### config.mk
export PLATFORM = sky130hd
export DESIGN_NAME = piu_pchidx_iter
export DESIGN_NICKNAME = d
export VERILOG_FILES = /design/src/rtl/piu_pchidx_iter_pkg.sv /design/src/rtl/piu_lsb_enc.sv /design/src/rtl/piu_pchidx_iter.sv
export SDC_FILE = /design/constraint.sdc
export NUM_CORES = 1
export LEC_CHECK = 0
export ABC_CLOCK_PERIOD_IN_PS = 8500
export BUFFER_PORTS_ARGS = -buffer_cell sky130_fd_sc_hd__buf_2
export CAP_MARGIN = 20
export CORE_ASPECT_RATIO = 0.75
export CORE_MARGIN = 2
export CORE_UTILIZATION = 45
export DETAILED_ROUTE_END_ITERATION = 8
export PLACE_DENSITY = 0.72
export SKIP_CTS_REPAIR_TIMING = 1
export SYNTH_ARGS = -nofsm -noshare
export SYNTH_HDL_FRONTEND = slang
export SYNTH_SLANG_ARGS = --single-unit
### constraint.sdc
create_clock -name clk -period 8.5 [get_ports clk]
set_input_delay 0.425 -clock clk [delete_from_list [all_inputs] [get_ports clk]]
set_output_delay 0.425 -clock clk [all_outputs]
set_load 0.03 [all_outputs]
### src/rtl/piu_pchidx_iter_pkg.sv
// Shared constants for the PIU patch-index iterator: mask geometry, source codes,
// iterator state encoding and the row/column helpers.
package piu_pchidx_iter_pkg;

  localparam int NUM_PCH    = 20;
  localparam int NUM_PCHCOL = 5;
  localparam int PCHIDX_W   = $clog2(NUM_PCH);

  localparam logic [31:0] PCHCOL_DIV = 32'(NUM_PCHCOL);

  // A zero source code means "no source selected".
  localparam logic [1:0] PCHIDXSRC_NONE    = 2'd0;
  localparam logic [1:0] PCHIDXSRC_PCHLIST = 2'd1;
  localparam logic [1:0] PCHIDXSRC_ESMON   = 2'd2;
  localparam logic [1:0] PCHIDXSRC_MERGED  = 2'd3;

  typedef enum logic [1:0] {
    PIU_ITER_IDLE = 2'd0,
    PIU_ITER_ITER = 2'd1,
    PIU_ITER_DONE = 2'd2
  } piu_iter_state_e;

  function automatic logic [PCHIDX_W-1:0] pch_row(input logic [PCHIDX_W-1:0] idx);
    return PCHIDX_W'(32'(idx) / PCHCOL_DIV);
  endfunction

  function automatic logic [PCHIDX_W-1:0] pch_col(input logic [PCHIDX_W-1:0] idx);
    return PCHIDX_W'(32'(idx) % PCHCOL_DIV);
  endfunction

endpackage

### src/rtl/piu_lsb_enc.sv
// Combinational lowest-set-bit encoder: position, one-hot isolate and any-bit flag.
module piu_lsb_enc #(
  parameter int W     = 20,
  parameter int IDX_W = 5
) (
  input  logic [W-1:0]     vec_i,
  output logic [IDX_W-1:0] idx_o,
  output logic [W-1:0]     onehot_o,
  output logic             found_o
);

  // Two's complement isolates the lowest set bit; its position is OR-encoded.
  always_comb begin
    onehot_o = vec_i & (~vec_i + {{(W-1){1'b0}}, 1'b1});
    idx_o    = {IDX_W{1'b0}};
    for (int i = 0; i < W; i++) begin
      idx_o = idx_o | ({IDX_W{onehot_o[i]}} & IDX_W'(i));
    end
    found_o  = |vec_i;
  end

endmodule

### src/rtl/piu_pchidx_iter.sv
// Walks one patch bitmask lowest-index-first, one index per accepted handshake,
// and hands the unvisited remainder back to the source selector.
module piu_pchidx_iter
  import piu_pchidx_iter_pkg::*;
(
  input  logic                clk,
  input  logic                rst,
  input  logic                load_valid,
  output logic                load_ready,
  input  logic [1:0]          load_src,
  input  logic [NUM_PCH-1:0]  load_mask,
  input  logic                flush,
  output logic                out_valid,
  input  logic                out_ready,
  output logic [PCHIDX_W-1:0] out_pchidx,
  output logic [PCHIDX_W-1:0] out_row,
  output logic [PCHIDX_W-1:0] out_col,
  output logic [1:0]          out_src,
  output logic                out_last,
  output logic [NUM_PCH-1:0]  next_pchidxsrc,
  output logic [1:0]          sel_pchidxsrc,
  output logic                done,
  output logic                busy
);

  localparam logic [NUM_PCH-1:0] MASK_ZERO = {NUM_PCH{1'b0}};
  localparam logic [NUM_PCH-1:0] MASK_ONE  = {{(NUM_PCH-1){1'b0}}, 1'b1};

  piu_iter_state_e        state_q;
  logic [NUM_PCH-1:0]     mask_q;
  logic [1:0]             src_q;

  logic [PCHIDX_W-1:0]    lsb_idx_s;
  logic [NUM_PCH-1:0]     lsb_onehot_s;
  logic                   lsb_found_s;
  logic                   iter_s;
  logic                   single_s;

  piu_lsb_enc #(
    .W     (NUM_PCH),
    .IDX_W (PCHIDX_W)
  ) u_lsb_enc (
    .vec_i    (mask_q),
    .idx_o    (lsb_idx_s),
    .onehot_o (lsb_onehot_s),
    .found_o  (lsb_found_s)
  );

  assign iter_s   = (state_q == PIU_ITER_ITER);
  assign single_s = ((mask_q & (mask_q - MASK_ONE)) == MASK_ZERO);

  assign load_ready     = (state_q == PIU_ITER_IDLE);
  assign busy           = (state_q != PIU_ITER_IDLE);
  assign done           = (state_q == PIU_ITER_DONE);
  assign out_valid      = iter_s & lsb_found_s;
  assign out_last       = iter_s & lsb_found_s & single_s;
  assign out_pchidx     = lsb_idx_s;
  assign out_row        = pch_row(lsb_idx_s);
  assign out_col        = pch_col(lsb_idx_s);
  assign out_src        = src_q;
  assign sel_pchidxsrc  = busy ? src_q : PCHIDXSRC_NONE;
  assign next_pchidxsrc = mask_q & ~lsb_onehot_s;

  // Iterator FSM: load, consume one bit per handshake, one-cycle done, back to idle.
  always_ff @(posedge clk) begin
    if (rst) begin
      state_q <= PIU_ITER_IDLE;
      mask_q  <= MASK_ZERO;
      src_q   <= PCHIDXSRC_NONE;
    end else begin
      case (state_q)
        PIU_ITER_IDLE: begin
          // flush wins over a coincident load
          if (load_valid && !flush) begin
            mask_q  <= load_mask;
            src_q   <= load_src;
            state_q <= (load_mask != MASK_ZERO) ? PIU_ITER_ITER : PIU_ITER_DONE;
          end
        end
        PIU_ITER_ITER: begin
          if (flush) begin
            mask_q  <= MASK_ZERO;
            state_q <= PIU_ITER_DONE;
          end else if (out_ready) begin
            mask_q <= mask_q & ~lsb_onehot_s;
            if (single_s) begin
              state_q <= PIU_ITER_DONE;
            end
          end
        end
        PIU_ITER_DONE: begin
          mask_q  <= MASK_ZERO;
          state_q <= PIU_ITER_IDLE;
        end
        default: begin
          mask_q  <= MASK_ZERO;
          state_q <= PIU_ITER_IDLE;
        end
      endcase
    end
  end

endmodule
==> summary.txt, run 1 <==
Bufs and invs on worst path: 1
RSZ-0062 raised after global routing: false
Port bufs: 66
CP Max Fanout: 9
H-tree Lvls: 1
Slowest cell on the critical path: nor4_1
Final Cell Area: 2540 um2
R2r setup slk: 5890 ps
Ant. Diodes: 0
Max Clk Rate: 201 MHz
WP depth: 16
Initial Util: 47.8%
Sequential share of power: 23.3%
Comb pwr share: 59.0%
Global-route wire length before repair: 10400 um
CTS Buf Count: 3
Post-synth EDFFs: 0
Setup TNS: 0 ps
Final Hold Viols: 0
Final worst-path cycle share: 58.6%
Root buf cell: clkbuf_8
Post-DRT Antenna Nets: 0
Setup CP Type: flop to output pin
Max-cap viol count: 0
Post-synth top flop: dfxtp_1
Via density: 6.06
M2 GR Usage: 34.5%
Largest net degree at the start of global routing: 25
Placed cell areas: 2470 um2
Worst skew pair latency: 270 ps
VDD IR max: 0.138 mV
Clk pwr share: 17.7%
Int Pwr: 0.297 mW
Final Slew Violations: 0
WHS Path Cells: 3
Die H: 64.2 um
Layout net count: 379
Arr. time, crit path: 4550 ps
Met3 Usage GRT: 5.17%
Final Util: 56.0%
CP Capture Type: output pin
Pre-antenna DRT Iters: 5
Critical path required time: 8080 ps
Post-DR wirelength/cell: 16.2 um
Synthesis-to-layout area growth: 17.1%
Global route overflow: 0
TritonCTS clock tree: yes
Initial antenna violation count: 0
Clk slew on worst S/H paths: 100 ps
Pre-CTS setup slack: 3910 ps
PD cells: 226 nW/um2
P_leak: 1.18 nW
Yosys reg bits: 24
Crit path time final: 4980 ps
Worst rel slew slack: 30.6%
Row count: 21
Sw frac: 48.3%
Clk_skew: 12.1 ps
Num Clock Sinks: 24
Startpoint types: flop
Vias in the first global route: 2099
Full die area: 5400 um2
Least-Margin Pin Slew: 1040 ps
Fill cells: 440
Syn Std Cell Area: 2170 um2
Ys async rst share: 0%
Unique masters post-synth: 60
Dpl hpwl: 5070 um
Via Count: 2450
All-layer global routing usage: 23.5%
Final WS setup: 3520 ps
Final setup vio count: 0
Detailed Route WL: 6560 um
Min-Delay Path Class: primary input to flop
I/O pin count: 71
Die X: 84.2 um
Crit path cell chain: nor4_1 -> nand4_1 -> nor4_1 -> or2_2 -> ha_1 -> a21oi_1 -> nor3_1 -> xnor2_1 -> ha_1 -> nor2b_1 -> nor2_1 -> nand4b_1 -> a21oi_1 -> o21a_1 -> mux2i_1 -> buf_2
Iteration-0 DRC count of the detailed router: 286
Delay of the slowest critical-path stage: 630 ps
Fraction of layout cells with a size suffix above 1: 25.1%
CP delay by family, top: simple AND/OR/NAND/NOR gates
GPL Wtd Cong: 0.932
Post-Synthesis Cells: 297
Outcome: completed
Post-synthesis sequential area ratio: 22.1%
Reg area: 480 um2
Area of the multi-input gates: 1520 um2
Post-Syn Area per Cell: 7.31 um2
Core Footprint: 4550 um2
Switch Pwr: 0.278 mW
DRC errors left: 0
Busiest grt layer: met1
Path depth of the worst reg2reg path: 6
Syn. warnings: 0
Met1 Use GR: 35.2%
Hold Slack: 383 ps
Clock tree buffer depth: 2
[per-layer routing]
| metal | vias up | part of all wire (%) | wire (um) |
|---|---|---|---|
| met1 | 1113 | 48 | 3130 |
| met3 | 12 | 9.0 | 590 |
| met5 | - | 0 | 0 |
| li1 | 1188 | - | - |
| met4 | 0 | 1.1 | 74 |
| met2 | 137 | 42 | 2760 |
[placed cells by master, fill, tap and decap left out, types with 2 or more instances in the layout]
| cell type | instances |
|---|---|
| nor2b_1 | 10 |
| o2bb2ai_1 | 2 |
| and2_1 | 7 |
| o22ai_1 | 2 |
| a31oi_1 | 3 |
| o31a_1 | 3 |
| dfxtp_1 | 24 |
| nor4_2 | 2 |
| a32o_1 | 2 |
| nor3_1 | 5 |
| nand4_1 | 2 |
| nand3_1 | 5 |
| nor4_1 | 14 |
| a22o_1 | 13 |
| a22oi_1 | 18 |
| buf_4 | 2 |
| mux2i_1 | 3 |
| conb_1 | 4 |
| o21a_1 | 7 |
| nand2b_1 | 4 |
| nor2_1 | 46 |
| nand2_1 | 12 |
| and3_1 | 2 |
| o21ai_0 | 13 |
| ha_1 | 4 |
| o31ai_1 | 2 |
| buf_2 | 66 |
| or4_1 | 4 |
| a21boi_0 | 2 |
| a21oi_1 | 13 |
| inv_1 | 16 |
| or2_2 | 5 |
| clkbuf_8 | 3 |
| xnor2_1 | 2 |
[synthesized netlist by cell type (all sizes together) (5+ instances only)]
cell	n	share of area (%)
a21oi	13	3.0
a22o	13	5.2
a22oi	18	6.2
and2	7	2.0
buf	7	2.6
clkbuf	18	3.2
dfxtp	24	22
inv	16	2.8
nand2	12	2.1
nand3	5	1.2
nor2	46	7.9
nor2b	10	2.9
nor3	6	1.9
nor4	16	5.2
o21a	7	2.4
o21ai	14	3.2
or2	5	1.4
or4	5	1.9
[logic make-up after synthesis]
logic type,count (synthesis),synth area share [%]
AOI/OAI and AO/OA,95,32.8
xor gates and xnor gates,3,1.21
adders and majority gates,4,2.30
buffers and inverters,41,8.64
DFF,24,22.1
muxes,3,1.38
other,1,0.173
and+or+nand+nor,126,31.3
[power by group through the flow]
| stage | Combinational (mW) | Sequential, mW | Clock, mW |
|---|---|---|---|
| global placement | 0.333 | 0.136 | 0 |
| finish | 0.339 | 0.134 | 0.102 |
| floorplan | 0.263 | 0.129 | 0 |
| detailed placement | 0.334 | 0.136 | 0 |
| CTS | 0.336 | 0.134 | 0.102 |
| global route | 0.363 | 0.136 | 0.108 |
[through the flow]
step / instances / total power [mW]
after floorplan: 300 / 0.392
after global placement: 400 / 0.468
after detailed placement: 400 / 0.470
after CTS: 404 / 0.572
after global routing: 404 / 0.608
final: 404 / 0.575
[registers in the layout, indices dropped and copies added (netlist names)]
name and cells:
mask_q 20, state_q 2, out_src 2
[path summary, 6_finish.rpt]
check | startpoint | endpoint
min | load_src[1] | out_src[1]
min reg2reg | out_src[0] | out_src[0]
max | mask_q[8] | out_col[1]
max reg2reg | mask_q[14] | state_q[0]
[area by class of cell]
cell class | count | area share [%]
clock inverters | 1 | 1.18
multi-input cells | 235 | 59.6
flip-flops and latches | 24 | 18.9
repair buffers | 68 | 13.6
well taps | 57 | 2.80
clock buffers | 3 | 1.62
inverters | 16 | 2.36
[worst reg2reg max path: cells and delay by family, from the launching register on]
kind / cells / cell delay [ps]
compound gates: 3 / 660
simple gates: 3 / 1430
flops: 1 / 420
Note: power is estimated with default switching activity, not from simulation.
==> inputs of run 2 (changes only) <==
Settings changed: ABC_CLOCK_PERIOD_IN_PS 8500 to 4700.
Clock period 8.5 ns to 4.7 ns, I/O delays scaled along.
==> summary.txt, run 2 (synthesized netlist as in run 1, its figures left out) <==
Hold Path Origin: load_src[1]
Post-DRT Antenna Nets: 0 (unchanged)
Final setup vio count: 0 (unchanged)
CP delay by family, top: simple AND/OR/NAND/NOR gates
Setup TNS: 0 ps (unchanged)
Core Footprint: 4550 um2 (unchanged)
Ant. Diodes: 0 (unchanged)
Path depth of the worst reg2reg path: 6 (unchanged)
Die H: 64.2 um (unchanged)
Via Count: 2488 (+1.6%)
CP Capture Type: output pin
Crit path time final: 4420 ps
H-tree Lvls: 1 (unchanged)
GPL Wtd Cong: 0.952 (+2.1%)
Synthesis-to-layout area growth: 19.9%
Reg area: 483 um2 (+0.52%)
Clk pwr share: 17.7% (about the same)
R2r setup slk: 2090 ps (-3800 ps)
Final WS setup: 279 ps (-3240 ps)
Int Pwr: 0.549 mW (+85%)
Crit path cell chain: nor4_4 -> nand4_1 -> nor4_2 -> or2_2 -> ha_1 -> a21oi_2 -> nor3_2 -> xnor2_1 -> ha_1 -> nor2b_1 -> nor2_1 -> nand4b_1 -> a21oi_1 -> o21a_2 -> mux2i_1 -> buf_2
Most frequent cells in the layout: buf_2 (66), nor2_1 (46), dfxtp_1 (22)
Switch Pwr: 0.516 mW (+86%)
Initial Util: 47.8% (unchanged)
Comb pwr share: 59.2% (+0.2 points)
Largest net degree at the start of global routing: 25 (unchanged)
Outcome: completed
I/O pin count: 71 (unchanged)
Max reg flops: 20 (unchanged)
Sequential share of power: 23.1% (-0.2 points)
Clk slew on worst S/H paths: 100 ps (about the same)
Die X: 84.2 um (unchanged)
Global-route wire length before repair: 10800 um (+4.3%)
Fill cells: 441 (+0.23%)
Least-Margin Pin Slew: 838 ps (-199 ps)
Startpoint types: flop
Pre-CTS setup slack: 343 ps (-3570 ps)
Final worst-path cycle share: 94.1%
DRC errors left: 0 (unchanged)
All-layer global routing usage: 24.5% (+1.0 points)
Commonest non-fill, non-tap cell in the layout: buf_2
VDD IR max: 0.282 mV (+100%)
Num Clock Sinks: 24 (unchanged)
Vias in the first global route: 2191 (+4.4%)
Full die area: 5400 um2 (unchanged)
Min-Delay Path Class: primary input to flop
Final Cell Area: 2610 um2 (+2.4%)
Worst skew pair latency: 270 ps (about the same)
Post-DR wirelength/cell: 16.5 um (+1.6%)
CP most frequent cell: ha_1
Root buf cell: clkbuf_8
Arr. time, crit path: 4190 ps (-360 ps)
Layout net count: 381 (+0.53%)
CTS Buf Count: 3 (unchanged)
CP Max Fanout: 7 (-2)
Sw frac: 48.4% (+0.15 points)
Slowest cell on the critical path: nor4_4
Setup CP Type: flop to output pin
Dpl hpwl: 5130 um (+1.2%)
Row count: 21 (unchanged)
Delay of the slowest critical-path stage: 470 ps (-160 ps)
Pre-antenna DRT Iters: 7 (+2)
Global route overflow: 0 (unchanged)
Iteration-0 DRC count of the detailed router: 343 (+20%)
TritonCTS clock tree: yes
Final Slew Violations: 0 (unchanged)
Bufs and invs on worst path: 1 (unchanged)
PD cells: 409 nW/um2 (+81%)
Worst rel slew slack: 43.9% (+13 points)
Detailed Route WL: 6700 um (+2.1%)
Fraction of layout cells with a size suffix above 1: 27.8% (+2.7 points)
Critical path required time: 4470 ps (-3610 ps)
Final Hold Viols: 0 (unchanged)
Via density: 6.13 (+1.1%)
Port bufs: 66 (unchanged)
Min-Delay Endpoint: out_src[1]
FF-to-FF Start: mask_q[1]
R2R Path End: state_q[0]
Clk_skew: 5.21 ps (-6.84 ps)
Register with the highest flop count: mask_q
Max Clk Rate: 226 MHz
WHS Path Cells: 3 (unchanged)
Area of the multi-input gates: 1560 um2 (+2.9%)
Initial antenna violation count: 0 (unchanged)
Clock tree buffer depth: 2 (unchanged)
Max-cap viol count: 0 (unchanged)
P_leak: 1.20 nW (+1.9%)
Placed cell areas: 2480 um2 (+0.51%)
run 2: changes by cell type in the layout (fill, tap and decap cells not counted), sizes merged:
| cell | delta |
|---|---|
| buf | +2 |
run 2: worst max path at each step:
stage	endpoint	slack (ps)	cells after the start	start
floorplan	out_col[3]	80	16	mask_q[4]
finish	out_col[1]	280	16	mask_q[7]
global placement	out_col[1]	600	16	mask_q[4]
CTS	out_col[1]	20	16	mask_q[8]
detailed placement	out_col[1]	340	16	mask_q[8]
global route	out_col[1]	-10	16	mask_q[7]
run 2: per-layer routing:
| layer | GRT usage, % | vias up | part of all wire (%) |
|---|---|---|---|
| li1 | - | 1194 | - |
| met1 | 35.8 | 1149 | 46 |
| met2 | 36.7 | 137 | 42 |
| met3 | 6.07 | 8 | 11 |
| met4 | 4.23 | 0 | 1.0 |
| met5 | 0 | - | 0 |
run 2: per-stage QoR:
stage	power, mW	instances	utilization, %	hold WS, ps
floorplan	0.711	300	-	304
global placement	0.856	401	54.7	471
detailed placement	0.861	401	54.7	494
CTS	1.05	405	56.2	194
global route	1.12	406	57.3	231
finish	1.06	406	57.3	194
run 2: cell type report:
type                    instances  share of cell area (%)
clock inverters                 1                    1.15
multi-input cells             235                    59.8
repair buffers                 70                    13.8
well taps                      57                    2.74
flip-flops and latches         24                    18.5
clock buffers                   3                    1.59
inverters                      16                    2.31
run 2: worst reg2reg max path, delay by kind of cell (launching register included):
kind | cells | cell delay [ps]
compound gates | 3 | 910
flops | 1 | 410
simple gates | 3 | 1200
run 2: power by group through the flow:
| stage | combinational [mW] | sequential, mW | clock, mW |
|---|---|---|---|
| after global placement | 0.610 | 0.245 | 0 |
| after detailed placement | 0.615 | 0.246 | 0 |
| after floorplan | 0.478 | 0.233 | 0 |
| after global routing | 0.679 | 0.249 | 0.197 |
| final | 0.631 | 0.245 | 0.189 |
| after CTS | 0.617 | 0.242 | 0.188 |
